==> src/rtl/muldiv_sequencer.sv <==
// Iterative RV32M multiply/divide controller for the execute stage.
// Shift-add multiplier and restoring divider share one 64-bit accumulator.
module muldiv_sequencer #(
  parameter int XLEN = 32
) (
  input  logic            clk,
  input  logic            reset_n,
  input  logic            start,
  input  logic [2:0]      op,
  input  logic [XLEN-1:0] operand_a,
  input  logic [XLEN-1:0] operand_b,
  input  logic            flush,
  output logic            stall,
  output logic            busy,
  output logic            valid,
  output logic [XLEN-1:0] result
);

  localparam int CW = $clog2(XLEN);

  localparam logic [1:0] IDLE = 2'd0;
  localparam logic [1:0] CALC = 2'd1;
  localparam logic [1:0] FIX  = 2'd2;
  localparam logic [1:0] DONE = 2'd3;

  localparam logic [2:0] OP_MUL    = 3'b000;
  localparam logic [2:0] OP_MULH   = 3'b001;
  localparam logic [2:0] OP_MULHSU = 3'b010;
  localparam logic [2:0] OP_MULHU  = 3'b011;
  localparam logic [2:0] OP_DIV    = 3'b100;
  localparam logic [2:0] OP_DIVU   = 3'b101;
  localparam logic [2:0] OP_REM    = 3'b110;
  localparam logic [2:0] OP_REMU   = 3'b111;

  localparam logic [XLEN-1:0] SMIN = {1'b1, {(XLEN-1){1'b0}}};
  localparam logic [CW-1:0]   LAST = CW'(XLEN - 1);

  logic [1:0]        state;
  logic [CW-1:0]     cnt;
  logic [2:0]        op_q;
  logic              neg_q;
  logic [XLEN-1:0]   m_q;
  logic [2*XLEN-1:0] acc;

  logic              a_signed;
  logic              b_signed;
  logic              a_neg;
  logic              b_neg;
  logic [XLEN-1:0]   a_mag;
  logic [XLEN-1:0]   b_mag;
  logic              is_div;
  logic              div_zero;
  logic              div_ovf;
  logic [XLEN-1:0]   special_res;

  assign a_signed = (op == OP_MULH) | (op == OP_MULHSU)
                  | (op == OP_DIV) | (op == OP_REM);
  assign b_signed = (op == OP_MULH) | (op == OP_DIV)
                  | (op == OP_REM);
  assign a_neg    = a_signed & operand_a[XLEN-1];
  assign b_neg    = b_signed & operand_b[XLEN-1];
  assign a_mag    = a_neg ? -operand_a : operand_a;
  assign b_mag    = b_neg ? -operand_b : operand_b;
  assign is_div   = op[2];
  assign div_zero = is_div & (operand_b == '0);
  assign div_ovf  = ((op == OP_DIV) | (op == OP_REM))
                  & (operand_a == SMIN)
                  & (operand_b == '1);

  always_comb begin
    special_res = '0;
    unique case (1'b1)
      div_zero: special_res = op[1] ? operand_a : '1;
      div_ovf:  special_res = op[1] ? '0 : SMIN;
      default:  special_res = '0;
    endcase
  end

  logic [XLEN:0]     mul_sum;
  logic [2*XLEN-1:0] mul_next;
  logic [XLEN:0]     div_shift;
  logic [XLEN:0]     div_diff;
  logic              div_ge;
  logic [2*XLEN-1:0] div_next;

  assign mul_sum  = {1'b0, acc[2*XLEN-1:XLEN]}
                  + (acc[0] ? {1'b0, m_q} : '0);
  assign mul_next = {mul_sum, acc[XLEN-1:1]};

  // acc holds {partial remainder, dividend shifting into quotient}
  assign div_shift = {acc[2*XLEN-1:XLEN], acc[XLEN-1]};
  assign div_diff  = div_shift - {1'b0, m_q};
  assign div_ge    = div_shift >= {1'b0, m_q};
  assign div_next  = {div_ge ? div_diff[XLEN-1:0]
                             : div_shift[XLEN-1:0],
                      acc[XLEN-2:0], div_ge};

  logic [2*XLEN-1:0] prod;
  logic [XLEN-1:0]   quot;
  logic [XLEN-1:0]   rem;
  logic [XLEN-1:0]   fix_res;

  assign prod = neg_q ? -acc : acc;
  assign quot = acc[XLEN-1:0];
  assign rem  = acc[2*XLEN-1:XLEN];

  always_comb begin
    fix_res = '0;
    unique case (op_q)
      OP_MUL:
        fix_res = prod[XLEN-1:0];
      OP_MULH, OP_MULHSU, OP_MULHU:
        fix_res = prod[2*XLEN-1:XLEN];
      OP_DIV, OP_DIVU:
        fix_res = neg_q ? -quot : quot;
      OP_REM, OP_REMU:
        fix_res = neg_q ? -rem : rem;
      default:
        fix_res = '0;
    endcase
  end

  always_ff @(posedge clk or negedge reset_n) begin
    if (!reset_n) begin
      state  <= IDLE;
      cnt    <= '0;
      op_q   <= '0;
      neg_q  <= 1'b0;
      m_q    <= '0;
      acc    <= '0;
      result <= '0;
      valid  <= 1'b0;
    end else begin
      valid <= 1'b0;
      unique case (state)
        IDLE: begin
          if (start && !flush) begin
            op_q  <= op;
            cnt   <= '0;
            // remainder follows the dividend; all else the sign product
            neg_q <= (op[2] & op[1]) ? a_neg : (a_neg ^ b_neg);
            m_q   <= is_div ? b_mag : a_mag;
            acc   <= {{XLEN{1'b0}}, is_div ? a_mag : b_mag};
            if (div_zero || div_ovf) begin
              result <= special_res;
              valid  <= 1'b1;
              state  <= DONE;
            end else begin
              state <= CALC;
            end
          end
        end
        CALC: begin
          if (flush) begin
            state <= IDLE;
          end else begin
            acc <= op_q[2] ? div_next : mul_next;
            cnt <= cnt + 1'b1;
            if (cnt == LAST) state <= FIX;
          end
        end
        FIX: begin
          if (flush) begin
            state <= IDLE;
          end else begin
            result <= fix_res;
            valid  <= 1'b1;
            state  <= DONE;
          end
        end
        DONE: state <= IDLE;
        default: state <= IDLE;
      endcase
    end
  end

  assign busy  = state != IDLE;
  assign stall = reset_n
               & (((state == IDLE) & start & ~flush)
                 | (state == CALC)
                 | (state == FIX));

endmodule

==> config.mk <==
export PLATFORM = sky130hd
export DESIGN_NAME = muldiv_sequencer
export DESIGN_NICKNAME = d
export VERILOG_FILES = /design/src/rtl/muldiv_sequencer.sv
export SDC_FILE = /design/constraint.sdc
export NUM_CORES = 1
export LEC_CHECK = 0
export ABC_AREA = 0
export CORE_MARGIN = 2
export CORE_UTILIZATION = 55
export CTS_BUF_LIST = sky130_fd_sc_hd__clkbuf_16
export CTS_CLUSTER_SIZE = 14
export DETAILED_ROUTE_END_ITERATION = 8
export DONT_BUFFER_PORTS = 1
export PLACE_DENSITY = 0.7
export SYNTH_ARGS = -nofsm -noshare
export SYNTH_HDL_FRONTEND = slang
export SYNTH_SLANG_ARGS = --single-unit
==> constraint.sdc <==
create_clock -name clk -period 9.15 [get_ports clk]
set_input_delay 1.83 -clock clk [delete_from_list [all_inputs] [get_ports clk]]
set_output_delay 1.83 -clock clk [all_outputs]
set_load 0.01 [all_outputs]
# Word-level counts from Yosys, hierarchy flattened
# Cells that the tools add are included.
[op_classes]
reduce_logical = 16
n_div = 0
muxes = 35
multipliers = 0
n_eq_ne = 22
n_lt_le_gt_ge = 1
addsub = 8
shifts = 0
bitwise_logic = 19
[ops]
columns = ["cell", "count"]
rows = [
  ["$mux W32", 13],
  ["$mux W64", 4],
  ["$neg A32 Y32", 4],
  ["$pmux W32 S2", 2],
  ["$pmux W32 S4", 1],
  ["$pmux W64 S2", 1],
  ["$eq A32 B32 Y1 const B", 2],
  ["$neg A64 Y64", 1],
  ["$add A32 B32 Y33", 1],
  ["$ge A33 B32 Y1", 1],
  ["$logic_not A32 Y1", 1],
  ["$sub A32 B32 Y32", 1],
  ["$eq A3 B3 Y1 const B", 6],
  ["$mux W2", 5],
  ["$mux W5", 2],
  ["$pmux W5 S2", 1],
  ["$and A1 B1 Y1", 9],
  ["$eq A3 B2 Y1 const B", 3],
  ["$ne A2 B2 Y1 const B", 4],
  ["$or A1 B1 Y1", 8],
  ["$pmux W2 S4", 1],
  ["$eq A3 B1 Y1 const B", 2],
  ["$reduce_bool A2 Y1", 3],
  ["$add A5 B1 Y5 const B", 1],
  ["18 further kinds", 24],
]
[totals]
mem_count = 0
rom_bits = 0
ff_bits = 140
latch_bits = 0
ram_bits = 0

# Logic depth before layout (Yosys ltp)
# Gate-level depths: netlist of run 1.
[depth]
ltp_word = 9
mapped_depth = 14
depth_no_buf = 13

# Worst setup path after synthesis of run 1
# OpenSTA, ideal clock, no wires.
[synth_path]
path_kind = "input to register"
start = "input operand_a[2]"
end = "register result[31]"
n_path_buf = 0
setup_ns = 0.125
slack_ns = 4.906
path_stages = 8
t_arrival_ns = 4.119
cell_sequence = "or4_1 nor2_1 or4b_1 or3_4 o22ai_4 a21oi_2 clkinv_2 mux2_2"
[synth_via]
elab_chain_cells = 7
elab_cells_between_ends = 10
cone_classes = "eq/ne (2); mux (4); bitwise (2); reduce/logical (2)"
[synth_lines]
columns = ["element", "line_no", "source"]
rows = [
  ["start, declared", "10", "input logic [XLEN-1:0] operand_a,"],
  ["$eq A32 B32 Y1 *", "67", "& (operand_a == SMIN)"],
  ["$and A1 B1 Y1 *", "67", ""],
  ["$and A1 B1 Y1 *", "68", "& (operand_b == '1);"],
  ["$pmux W32 S2", "72", "unique case (1'b1)"],
  ["$mux W32", "144", "if (div_zero || div_ovf) begin"],
  ["$mux W32", "137", "if (start && !flush) begin"],
  ["$pmux W32 S2", "135", "unique case (state)"],
  ["end signal, assigned", "145", "result <= special_res;"],
  ["end signal, assigned", "166", "result <= fix_res;"],
  ["end, declared", "16", "output logic [XLEN-1:0] result"],
]
# Mark *: on every way between the ends. The rest lies on a longest branch, timed or not. The select of a mux whose other input is x is not followed.
# A chain may end at the register's enable or synchronous reset.

# Worst setup path after layout of run 1
[layout_path]
start = "input operand_b[9]"
end = "register result[31]"
[layout_via]
elab_chain_cells = 6
elab_cells_between_ends = 11
cone_classes = "eq/ne (2); mux (4); bitwise (2); reduce/logical (3)"
[layout_lines]
columns = ["element", "line_no", "source"]
rows = [
  ["start, declared", "11", "input logic [XLEN-1:0] operand_b,"],
  ["$eq A32 B32 Y1 or $logic_not A32 Y1 (tied branches)", "68, 65", ""],
  ["$and A1 B1 Y1 (on tied branches)", "68, 65", ""],
  ["$pmux W32 S2", "72", ""],
  ["$mux W32", "144", ""],
  ["$mux W32", "137", ""],
  ["$pmux W32 S2", "135", ""],
]
# Parallel ways exist; a longest one is shown, timed or not. The select of a mux whose other input is x is not followed.

==> summary.md, run 1 <==
| Metric | Value |
|---|---|
| XOR/XNOR Fraction of Synth Area | 0.0949 |
| Total global-route track usage | 0.398 |
| Final total negative setup slack | 0 ns |
| Fraction of synthesis flops using an asynchronous set or reset pin | 1.00 |
| Maximum frequency from static timing analysis | 218 MHz |
| P_leak | roughly 6.3 nW |
| Synthesized net count | approximately 2100 |
| Share of final-layout standard cells stronger than drive strength 1 | 0.0518 |
| Sequence of cells on the critical path | or4_1, nor4_1, nand4_1, o22ai_4, a21oi_2, buf_4, clkinv_2, mux2_2 |
| Clock transition time at the flip-flop clock pins of the worst setup and hold paths | 0.07 ns |
| Buf+Inv Stages, Crit Path | 2 |
| Number of cells in the finished layout apart from fillers | 2245 |
| Count of hold-fix buffers inserted at cts | 0 |
| End of the worst hold path | m_q[2] |
| Number of cells on the worst reg-to-reg path | 9 |
| Vertical die dimension | approximately 170 um |
| Library cell occupying the most area in the post-synthesis netlist | dfrtp_1 |
| First-iteration detailed-routing DRC count | approximately 2000 |
| Number of max-capacitance violations reported | 0 |
| Clk pwr share | 0.175 |
| Crit-path max cell delay | 0.59 ns |
| Setup slack, reg-to-reg | 5.01 ns |
| Time the final worst path needs with I/O delays and setup | between 4 and 5 ns |
| Warning count from the yosys run | 0 |
| Global-route track usage on met3 | 0.100 |
| Mux contribution to synthesized area | 0.0331 |
| Detailed placer's ending HPWL | between 40000 and 50000 um |
| Post-synthesis share of cell area spent on and, or, nand and nor gates | 0.219 |
| Biggest area contributors in the synthesized netlist | dfrtp_1, a21oi_1, o21ai_0 |
| Routability congestion estimate from global placement | a little over 1 |
| Power share of the sequential group | 0.252 |
| Hold path startpoint | m_q[2] |
| Kind of path behind the tightest hold check | flip-flop to flip-flop |
| Number of routed nets with antenna violations | 0 |
| Global routing usage on met1 | 0.547 |
| Global Route met2 Usage | 0.595 |
| Start of the worst register-to-register path | acc[42] |
| Die outline width | roughly 170 um |
| Fill cell count | approximately 2500 |
| Post-DR vias/cell | roughly 6.9 |
| First-pass iteration count of the detailed router | 9 |
| Setup violation total in the final timing report | 0 |
| Number of storage elements in the synthesis netlist | 140 |
| Number of unique standard cell types used by synthesis | 84 |
| Outcome | finished clean |
| Total Routed Length | about 57000 um |
| Number of remaining DRC errors | 0 |
| Critical Path Source Type | input port |
| Post_cts resized | 0 |
| Top Usage Layer GRT | met2 |
| Measured slew at the worst slew-check pin | 1.20 ns |
| Combinational share of power | 0.573 |
| Buffer depth of the longest clock path | 2 |
| Most instantiated library cell after synthesis | a21oi_1 |
| Slowest cell on the critical path | or4_1 |
| Max transition margin | 0.198 |
| Top-area cell type share of the netlist area | 0.240 |
| Clock skew after layout | ~0.013 ns |
| Largest vdd supply drop | between 0.15 and 0.2 mV |
| Synth-to-layout area growth | 4.90% |
| Number of buffers inserted during clock tree synthesis | 17 |
| Cell area after synthesis | approximately 15000 um2 |
| First-pass GRT wire length | 85500 um |
| Antenna violations before repair | 1 |
| H-tree depth reported by CTS | 4 |
| Worst path top cell family by delay | simple AND/OR/NAND/NOR gates |
| Classification of the worst setup path | input port to flip-flop |
| Final Max Slew Viols | 0 |
| TritonCTS clock tree | done |
| Critical Path End Type | flip-flop |
| Combinational family with the most area after synthesis | compound AO/OA/AOI/OAI gates |
| Endpoint of the worst register-to-register path | acc[51] |
| Number of enable-type register cells in the synthesized netlist | 0 |
| Final hold violation count | 0 |
| Switching power | 2.23 mW |
| Die ar. | 27800 um2 |
| Cells after DPL | about 2200 |
| WP data required | between 9 and 10 ns |
| Core outline area | 26100 um2 |
| Largest net degree at the start of global routing | 142 |
| Post-Synthesis Cells | 1983 |
| Share of the synthesized area in compound gates (AO/OA/AOI/OAI) | 0.296 |
| Post-synth top flop | dfrtp_1 |
| Adder and majority cell fraction of the synthesized area | 0.0637 |
| Synth Area per Inst | between 7 and 8 um2 |
| Launching instance or port of the critical path | operand_b[9] |
| Quantity of I/O buffers inserted on ports | 0 |
| Number of sinks on the clock net | 140 |
| Cell Pwr Density | 286 nW/um2 |
| Post-route fraction of the period consumed by the critical path | 0.500 |
| Power Total | 4.37 mW |
| Average routed wire per standard cell | 25.2 um |
| Share of total power consumed by net switching | 0.511 |
| RSZ-0062 raised after global routing | no |
| Total global routing overflow | 0 |
| Initial Util | 0.559 |
| Vias in the first global route | 14048 |
| Clock network latency to the later pin of the worst-skew pair | approximately 0.44 ns |
| Buffer type at the clock tree root | clkbuf_16 |
| Total via count in the routed design | ~15000 |
| Net count, final | between 2000 and 2500 |
| Synth top cells by count | a21oi_1, nor2_1, nand2_1, o21ai_0, dfrtp_1 |
| Top fanout value on the critical path | 37 |
| Row Count | 59 |
| Signal arrival time at the worst endpoint | slightly below 5 ns |
| I/O pin count | between 100 and 150 |
| Cell internal pwr | about 2.1 mW |
| Worst hold stages | 2 |
| Part of the Yosys area used for sequential elements | 0.240 |
| Number of diodes | 0 |
| Post CTS Setup Buffer Count | 0 |
cell families (layout without fill, tap and decap cells):
| kind of cell | after synthesis | after routing |
|---|---|---|
| DFF | 140 | 140 |
| and+or+nand+nor | 669 | 669 |
| AOI/OAI and AO/OA | 700 | 700 |
| adders and majority gates | 73 | 73 |
| xor gates and xnor gates | 158 | 158 |
| muxes | 47 | 47 |
| buffers and inverters | 196 | 123 |
worst max-delay path by stage:
| stage | endpoint | slack, ns | depth (start not counted) |
|---|---|---|---|
| floorplan | result[31] | 4.91 | 8 |
| global placement | result[31] | 4.24 | 9 |
| detailed placement | result[31] | 4.19 | 8 |
| CTS | result[31] | 4.64 | 8 |
| global route | result[31] | 4.43 | 9 |
| finish | result[31] | 4.57 | 8 |
placed cells by master (no fill, tap or decap), types with 19 or more instances in the layout:
cell      instances
nand2_1         201
o31ai_1          27
and3_1           20
nor2_1          213
nor3_1           41
nand2b_1         23
nor4_1           20
a31oi_1          26
a21oi_1         218
nand4_1          21
ha_1             71
mux2i_1          38
o21ai_0         201
o211ai_1         39
xnor2_1          86
xor2_1           72
a21o_1           37
nand3_1          34
inv_1            67
or4_1            19
buf_4            21
dfrtp_1         138
power by group through the flow:
stage / combinational (mW) / sequential (mW) / clock, mW
2_1_floorplan: 1.94 / 0.903 / 0
3_3_place_gp: 2.39 / 1.09 / 0
3_5_place_dp: 2.42 / 1.10 / 0
4_1_cts: 2.44 / 1.08 / 0.763
5_1_grt: 2.73 / 1.11 / 0.789
6_report: 2.50 / 1.10 / 0.763
sequential cells by signal, indices dropped and copies added, names as in the netlist:
name	cells
acc	64
m_q	32
result	32
cnt	5
op_q	3
state	2
neg_q	1
valid	1
worst register-to-register path, cell delays in order (launching register included):
cell and delay [ns]:
dfrtp_1 0.57, ha_1 0.52, nand3_1 0.18, nor4_1 0.71, nand4_1 0.26, o211ai_1 0.25
or3_1 0.77, mux2_2 0.43, a22oi_1 0.18, o21ai_0 0.11
final cells by class:
class                   instances  area (um2)  share of cell area
clock buffers                  17         425              0.0278
clock inverters                15         195              0.0128
inverters                      70         264              0.0173
multi-input cells            1647       10300               0.675
flip-flops and latches        140        3510               0.229
well taps                     335         419              0.0274
repair buffers                 21         158              0.0103
per-stage QoR:
stage,hold slack (ns),utilization,setup WS (ns),area (um2)
final,0.484,0.587,4.57,15300
after global routing,0.530,0.587,4.43,15300
after CTS,0.490,0.587,4.64,15300
after detailed placement,0.473,0.563,4.19,14700
after global placement,0.463,0.563,4.24,14700
after floorplan,0.445,-,4.91,14600
routing by layer:
layer  share of wire  wire length (um)  vias up
li1                -                 -     7044
met1            0.41             23300     7251
met2            0.43             24200      974
met3            0.12              6560      165
met4           0.046              2620        2
met5         0.00032                18        -
(Power assumes the default switching activity.)
==> run 2: changes to the inputs <==
Settings changed: PLACE_DENSITY 0.7 to 0.73.
Clock period 9.15 ns to 3.7 ns, I/O delays scaled along.
==> run 2 against run 1 <==
Compared with the run above: final area is 2.6% higher; clock skew rose by 0.0033 ns; routed wire length increased by 0.59%.
==> summary.md, run 2 (synthesized netlist as in run 1, its figures left out) <==
| Metric | Value |
|---|---|
| Post-Place Setup Slack | 0.192 ns (-4.00 ns) |
| Die ar. | 27800 um2 (unchanged) |
| Fill cell count | 2419 (-3.6%) |
| Time the final worst path needs with I/O delays and setup | about 3.6 ns |
| Post CTS Setup Buffer Count | 0 (unchanged) |
| Antenna violations before repair | 1 (unchanged) |
| Core outline area | 26100 um2 (unchanged) |
| H-tree depth reported by CTS | 4 (unchanged) |
| Largest vdd supply drop | 0.470 mV (+190%) |
| Instance area after placement | 15000 um2 (+2.5%) |
| Top fanout value on the critical path | 8 (-78%) |
| Number of max-capacitance violations reported | 0 (unchanged) |
| Final hold violation count | 0 (unchanged) |
| Row Count | 59 (unchanged) |
| Min setup slack post-route | 0.113 ns (-4.46 ns) |
| P_leak | 6.56 nW (+4.0%) |
| Detailed placer's ending HPWL | 43100 um (+0.77%) |
| Total global-route track usage | 0.403 (+0.00545) |
| Post-route fraction of the period consumed by the critical path | 0.969 |
| Net count, final | 2090 (+2.4%) |
| Number of remaining DRC errors | 0 (unchanged) |
| RSZ-0062 raised after global routing | no |
| Quantity of I/O buffers inserted on ports | 0 (unchanged) |
| Cell Pwr Density | 705 nW/um2 (+150%) |
| Signal arrival time at the worst endpoint | 3.89 ns (-1.01 ns) |
| Post-route cell area | 15700 um2 (+2.6%) |
| Classification of the worst setup path | flip-flop to flip-flop |
| First-iteration detailed-routing DRC count | 1983 (-1.2%) |
| Post-DR vias/cell | 6.92 (+0.67%) |
| Number of sinks on the clock net | 140 (unchanged) |
| Clock skew after layout | 0.0160 ns (+0.00328 ns) |
| Total global routing overflow | 0 (unchanged) |
| Cells after DPL | 2259 (+2.1%) |
| Final total negative setup slack | 0 ns (unchanged) |
| Vertical die dimension | 167 um (unchanged) |
| Sequence of cells on the critical path | ha_1, a21oi_1, o21ai_0, or3_1, o2111ai_1, a211oi_1, or3_1, buf_4, mux2_2, a22oi_1, o21ai_0 |
| Number of buffers inserted during clock tree synthesis | 17 (unchanged) |
| Routability congestion estimate from global placement | 1.07 (+4.4%) |
| Kind of path behind the tightest hold check | input port to async pin |
| End-of-flow core utilization | 0.602 (+0.0155) |
| Max transition margin | 0.0281 (-0.170) |
| Average routed wire per standard cell | 24.8 um (-1.6%) |
| Vias in the first global route | 14665 (+4.4%) |
| Die outline width | 167 um (unchanged) |
| Top reg by flops | acc |
| Crit-path max cell delay | 0.61 ns (+0.02 ns) |
| TritonCTS clock tree | done |
| Total via count in the routed design | 15878 (+2.9%) |
| Buffer type at the clock tree root | clkbuf_16 |
| I/O pin count | 106 (unchanged) |
| Largest register FFs | 64 (unchanged) |
| Number of cells in the finished layout apart from fillers | 2294 (+2.2%) |
| Registers with the most flip-flops | acc (64), m_q (32), result (32) |
| Initial Util | 0.559 (unchanged) |
| Outcome | finished clean |
| Highest-count cells in the layout ignoring fill and taps | a21oi_1, nor2_1, nand2_1, o21ai_0, dfrtp_1 |
| Synth-to-layout area growth | 7.67% |
| Measured slew at the worst slew-check pin | 1.45 ns (+0.253 ns) |
| Clock transition time at the flip-flop clock pins of the worst setup and hold paths | 0.07 ns (about the same) |
| Final Max Slew Viols | 0 (unchanged) |
| WP data required | 4.00 ns (-5.47 ns) |
| Setup violation total in the final timing report | 0 (unchanged) |
| Clock network latency to the later pin of the worst-skew pair | 0.45 ns (about the same) |
| First-pass GRT wire length | 86400 um (+1.1%) |
| Critical Path Source Type | flip-flop |
| Largest net degree at the start of global routing | 99 (-30%) |
| Number of routed nets with antenna violations | 0 (unchanged) |
| Most common cell after layout, fill and taps aside | a21oi_1 |
| Slowest cell on the critical path | dfrtp_1 |
| Number of diodes | 0 (unchanged) |
| Buffer depth of the longest clock path | 2 (unchanged) |
| First-pass iteration count of the detailed router | 8 (-1) |
| Total Routed Length | 57000 um (+0.59%) |
| Maximum frequency from static timing analysis | about 280 MHz |
| Critical Path End Type | flip-flop |
| Share of final-layout standard cells stronger than drive strength 1 | 0.0745 (+0.0227) |
-- run 2: per-stage QoR --
stage                     power (mW)  hold WS [ns]
final                           11.1         0.141
after floorplan                 7.03         0.444
after global placement          8.83         0.450
after detailed placement        8.93         0.448
after CTS                       10.8         0.137
after global routing            11.7         0.137
-- run 2: per-layer routing --
| layer | part of all wire | global-route usage | up-vias |
|---|---|---|---|
| li1 | - | - | 7133 |
| met1 | 0.39 | 0.531 | 7431 |
| met2 | 0.42 | 0.600 | 1093 |
| met3 | 0.12 | 0.115 | 219 |
| met4 | 0.061 | 0.214 | 2 |
| met5 | 0.00023 | 0 | - |
-- run 2: worst max-delay path, delay by kind of cell (launching register included) --
kind,cells,cell delay [ns]
DFF,1,0.61
buffers and inverters,1,0.20
adders and majority gates,1,0.39
AOI/OAI and AO/OA,6,1.16
muxes,1,0.28
and+or+nand+nor,2,0.80
-- run 2: path summary, 6_finish.rpt --
| kind | from | end | slack, ns | cells past startpoint |
|---|---|---|---|---|
| max | acc[37] | acc[51] | 0.11 | 11 |
| min | reset_n | acc[33] | 0.14 | 1 |
| max reg2reg | acc[37] | acc[51] | 0.11 | 11 |
| min reg2reg | cnt[4] | cnt[4] | 0.48 | 2 |
| max in group asynchronous | reset_n | m_q[26] | 2.31 | 1 |
| min in group clk | flush | state[1] | 0.35 | 1 |
-- run 2: where the power goes --
group / internal [mW] / switching [mW]
sequential: 1.86 / 0.662
clock: 1.01 / 0.807
combinational: 2.61 / 4.13
total: 5.47 / 5.60
-- run 2: final cells by class --
type | count | area, um2 | area share
Multi-Input combinational cell | 1647 | 10300 | 0.658
Sequential cell | 140 | 3510 | 0.223
Timing Repair Buffer | 70 | 586 | 0.0373
Clock buffer | 17 | 425 | 0.0271
Tap cell | 335 | 419 | 0.0267
Inverter | 70 | 264 | 0.0168
Clock inverter | 15 | 164 | 0.0104
-- run 2: what timing repair did --
item	in CTS	in global routing
hold buffers	3	0
endpoints found under the hold margin	98	0
gates resized for setup	0	2
setup endpoints to repair	0	1
==> run 3: changes to the inputs <==
Settings changed: GPL_TIMING_DRIVEN set to 0, PLACE_DENSITY 0.73 to 0.84.
==> run 3 against run 2 <==
Compared with the run above: sequential share of layout area is 0.24 points lower; worst setup slack got worse by 0.057 ns; power is 2.7% higher; combinational power increased by 3%; count of clock-buffer cells in the layout stayed put; final cell count is 2.8% higher; flip-flop and latch count did not move; clock skew increased by 0.0030 ns; die area unchanged; final area rose by 1.2%; largest power group unchanged; clock power increased by 3%; global-route usage is 3.9 points higher.
==> summary.md, run 3 (synthesized netlist as in run 1, its figures left out) <==
| Metric | Value |
|---|---|
| Outcome | finished clean |
| Top reg by flops | acc |
| Vias in the first global route | 15464 (+5.4%) |
| Share of final-layout standard cells stronger than drive strength 1 | 0.0588 (-0.0157) |
| Core outline area | 26100 um2 (unchanged) |
| Die outline width | 167 um (unchanged) |
| Largest vdd supply drop | 0.394 mV (-16%) |
| Fill cell count | 2489 (+2.9%) |
| Most common cell after layout, fill and taps aside | nor2_1 |
| Kind of path behind the tightest hold check | input port to async pin |
| Row Count | 59 (unchanged) |
| Average routed wire per standard cell | 26.9 um (+8.2%) |
| Quantity of I/O buffers inserted on ports | 0 (unchanged) |
| Routability congestion estimate from global placement | 1.11 (+3.1%) |
| Maximum frequency from static timing analysis | 274 MHz (-1.6%) |
| Number of routed nets with antenna violations | 0 (unchanged) |
| H-tree depth reported by CTS | 4 (unchanged) |
| Clock network latency to the later pin of the worst-skew pair | 0.45 ns (about the same) |
| Largest net degree at the start of global routing | 109 (+10%) |
| P_leak | 6.49 nW (-0.99%) |
| Total global routing overflow | 0 (unchanged) |
| Cell Pwr Density | 716 nW/um2 (+1.5%) |
| Total Routed Length | 63300 um (+11%) |
| First-pass GRT wire length | 93700 um (+8.3%) |
| Critical Path Source Type | flip-flop |
| Final Max Slew Viols | 0 (unchanged) |
| Time the final worst path needs with I/O delays and setup | 3.64 ns (+0.0571 ns) |
| Detailed placer's ending HPWL | 49100 um (+14%) |
| Total global-route track usage | 0.442 (+0.0389) |
| Net count, final | 2154 (+3.1%) |
| Measured slew at the worst slew-check pin | 1.01 ns (-0.438 ns) |
| Number of sinks on the clock net | 140 (unchanged) |
| Number of buffers inserted during clock tree synthesis | 17 (unchanged) |
| Top fanout value on the critical path | 10 (+2) |
| Synth-to-layout area growth | 8.95% |
| WP data required | 4.03 ns (+0.03 ns) |
| Clock transition time at the flip-flop clock pins of the worst setup and hold paths | 0.07 ns (about the same) |
| I/O pin count | 106 (unchanged) |
| Registers with the most flip-flops | acc (64), m_q (32), result (32) |
| First-pass iteration count of the detailed router | 8 (unchanged) |
| Antenna violations before repair | 1 (unchanged) |
| Vertical die dimension | 167 um (unchanged) |
| Number of max-capacitance violations reported | 0 (unchanged) |
| Final hold violation count | 0 (unchanged) |
| Critical Path End Type | flip-flop |
| Post-Place Setup Slack | -0.832 ns (-1.02 ns) |
| First-iteration detailed-routing DRC count | 2480 (+25%) |
| Power Total | 11.4 mW (+2.7%) |
| End-of-flow core utilization | 0.609 (+0.00720) |
| Min setup slack post-route | 0.0558 ns (-0.0571 ns) |
| Highest-count cells in the layout ignoring fill and taps | nor2_1, a21oi_1, nand2_1 |
| Buffer depth of the longest clock path | 2 (unchanged) |
| Post-DR vias/cell | 7.06 (+1.9%) |
| Setup violation total in the final timing report | 0 (unchanged) |
| Number of remaining DRC errors | 0 (unchanged) |
| Number of diodes | 0 (unchanged) |
| Die ar. | 27800 um2 (unchanged) |
| Final-layout worst hold slack | 0.0168 ns (-0.124 ns) |
| Buffer type at the clock tree root | clkbuf_16 |
| Initial Util | 0.559 (unchanged) |
| Max transition margin | 0.324 (+0.296) |
| Post-route fraction of the period consumed by the critical path | 0.985 (+0.0154) |
| TritonCTS clock tree | done |
| Clock skew after layout | 0.0190 ns (+0.00297 ns) |
| Total via count in the routed design | 16638 (+4.8%) |
| Largest register FFs | 64 (unchanged) |
| Classification of the worst setup path | flip-flop to flip-flop |
| Signal arrival time at the worst endpoint | 3.97 ns (+0.08 ns) |
## run 3: cell count changes in the layout (fill, tap and decap cells not counted), sizes merged
cell,previous run,this run
bufinv,2,3
buf,69,27
clkbuf,17,123
inv,75,74
## run 3: per-layer routing
layer	share of wire	GRT usage	up-vias
li1	-	-	7287
met1	0.39	0.593	7827
met2	0.42	0.650	1270
met3	0.13	0.118	252
met4	0.063	0.238	2
met5	0.00017	0	-
## run 3: path summary, 6_finish.rpt
| check | end | from | slack [ns] | cells after the start |
|---|---|---|---|---|
| max | acc[63] | acc[36] | 0.06 | 10 |
| min | acc[10] | reset_n | 0.02 | 0 |
| max reg2reg | acc[63] | acc[36] | 0.06 | 10 |
| min reg2reg | m_q[3] | m_q[3] | 0.48 | 2 |
| max in group asynchronous | result[3] | reset_n | 2.79 | 1 |
| min in group clk | op_q[0] | op[0] | 0.43 | 2 |
## run 3: metrics by stage
step	TNS [ns]	area, um2	cells
6_report	0	15900	2358
5_1_grt	-0.0453	15900	2358
4_1_cts	0	15700	2353
3_5_place_dp	-14.14	15000	2318
3_3_place_gp	-12.08	15000	2318
2_1_floorplan	0	14600	1983
## run 3: critical path, cell delays in order (launching register included)
cell and delay (ns):
dfrtp_1 0.59, ha_1 0.49, nand4_1 0.17, nor4_1 0.70, nand4_1 0.26, o211ai_1 0.26, nor3_2 0.12, clkbuf_2 0.25
nand2_1 0.11, o311ai_0 0.22, a32o_1 0.36
## run 3: final cells by class
cell class / count / area (um2) / share of cell area
buffer: 125 / 522 / 0.0329
clock buffer: 17 / 425 / 0.0268
clock inverter: 15 / 170 / 0.0107
inverter: 70 / 270 / 0.0170
multi-input combinational: 1647 / 10500 / 0.658
sequential: 140 / 3510 / 0.221
tap: 335 / 419 / 0.0264
timing repair buffer: 9 / 108 / 0.00678
## run 3: timing repair
item,CTS,global route
pin swaps,2,2
hold buffers,1,3
endpoints found under the hold margin,34,20
endpoints found under the setup margin,43,44
gates resized for setup,26,26
setup buffers,2,3
## run 3: power breakdown
group | internal, mW | total [mW] | leakage, nW | switching [mW]
Combinational | 2.50 | 6.91 | 4.45 | 4.41
Sequential | 1.86 | 2.61 | 1.74 | 0.746
Clock | 1.06 | 1.86 | 0.297 | 0.794
Total | 5.42 | 11.4 | 6.49 | 5.95
==> RTL edit: new RTL, flow settings as in run 1 <==
Set the parameter `XLEN` to 16 (it was 32).
--- a/src/rtl/muldiv_sequencer.sv
+++ b/src/rtl/muldiv_sequencer.sv
@@ -3,3 +3,3 @@
 module muldiv_sequencer #(
-  parameter int XLEN = 32
+  parameter int XLEN = 16
 ) (
Interface: changed (resized operand_a, operand_b and result); port bits go from 106 to 58. No check against the original RTL was run, so the function may have changed too.
==> RTL edit against run 1 <==
Sequential cell count down 65. Synthesized cell count down 51%. Design area down 49%. Synthesized area down 49%. Power down 52%. Worst hold slack worse by 0.0010 ns. Via count down 53%. Wire length down 60%. Setup slack better by 0.52 ns. Sequential power down 49%. Sequential share of layout area up 1.3 points. First-iteration DRC count down 64%. Clock power down 54%. Largest cell class unchanged.
==> RTL edit: results (changes against run 1) <==
worst slack, placed=4.87 ns (+0.673 ns); maximum VDD drop=0.000123 V (-23%); share of cells above drive strength 1=4.49% (-0.70 points); Vias/cell=6.47 (-5.9%); initial antenna violation count=0 (-1); Syn Inst Count=972 (-51%); final WL=22600 µm (-60%); Final Net Count=1012 (-50%); P_sw=975 µW (-56%); CP peak stage delay=0.25 ns (-0.34 ns); detailed-route via count=7194 (-53%); FILL cells=1245 (-50%); result of the run=complete, no violations; Leakage Power=3.30 nW (-48%); delay-heaviest family, CP=compound AO/OA/AOI/OAI gates; top post-synthesis cells by count=nor2_1 (117), nand2_1 (97), a21oi_1 (81), o21ai_0 (78), dfrtp_1 (75); number of H-tree levels=3 (-1); Area contributors post-synth=dfrtp_1 (25%), ha_1 (6.4%), nor2_1 (5.9%); crit path to=stall; largest net degree at the start of global routing=77 (-46%); biggest regs=acc x32, m_q x16, result x16; Max Clock Skew=0.00788 ns (-0.00486 ns); Placer Congestion=0.950 (-7.7%); initial DRC count=729 (-64%); global-route wire length before repair=35600 µm (-58%); Reg2Reg Depth=10 (+1)
-- RTL edit: worst min path at each step --
stage	from	end	slack, ns	depth (start not counted)
global placement	m_q[7]	m_q[7]	0.46	2
floorplan	m_q[11]	m_q[11]	0.45	2
global route	m_q[11]	m_q[11]	0.51	2
detailed placement	m_q[11]	m_q[11]	0.47	2
CTS	m_q[11]	m_q[11]	0.48	2
finish	m_q[9]	m_q[9]	0.48	2
-- RTL edit: layout make-up --
cell class | instances | area (µm²) | share of cell area (%)
clock buffer | 9 | 225 | 2.91
clock inverter | 5 | 46.3 | 0.597
inverter | 49 | 189 | 2.44
multi-input combinational | 793 | 5160 | 66.5
sequential | 75 | 1880 | 24.2
tap | 176 | 220 | 2.84
timing repair buffer | 5 | 37.5 | 0.484
-- RTL edit: routing by layer --
metal  global-route usage (%)  up-vias  wire (µm)
met3                     6.42       37       2360
li1                         -     3446          -
met5                        0        -          0
met1                     47.0     3348      10100
met4                     11.0        0        586
met2                     46.3      363       9620
-- RTL edit: kinds of logic (layout without fill, tap and decap cells) --
logic type | count (synthesis) | in the layout | synth area share (%)
xor+xnor | 72 | 72 | 8.47
compound gates | 298 | 298 | 26.0
flops | 75 | 75 | 25.2
mux | 48 | 48 | 6.74
fa+ha+maj | 40 | 40 | 6.92
buf+inv | 104 | 68 | 5.58
simple gates | 335 | 335 | 21.1
-- RTL edit: power groups by stage --
stage | sequential (mW) | clock [mW] | combinational [mW]
floorplan | 0.491 | 0 | 0.953
finish | 0.564 | 0.348 | 1.18
detailed placement | 0.563 | 0 | 1.15
CTS | 0.557 | 0.349 | 1.16
global placement | 0.561 | 0 | 1.15
global route | 0.575 | 0.362 | 1.30
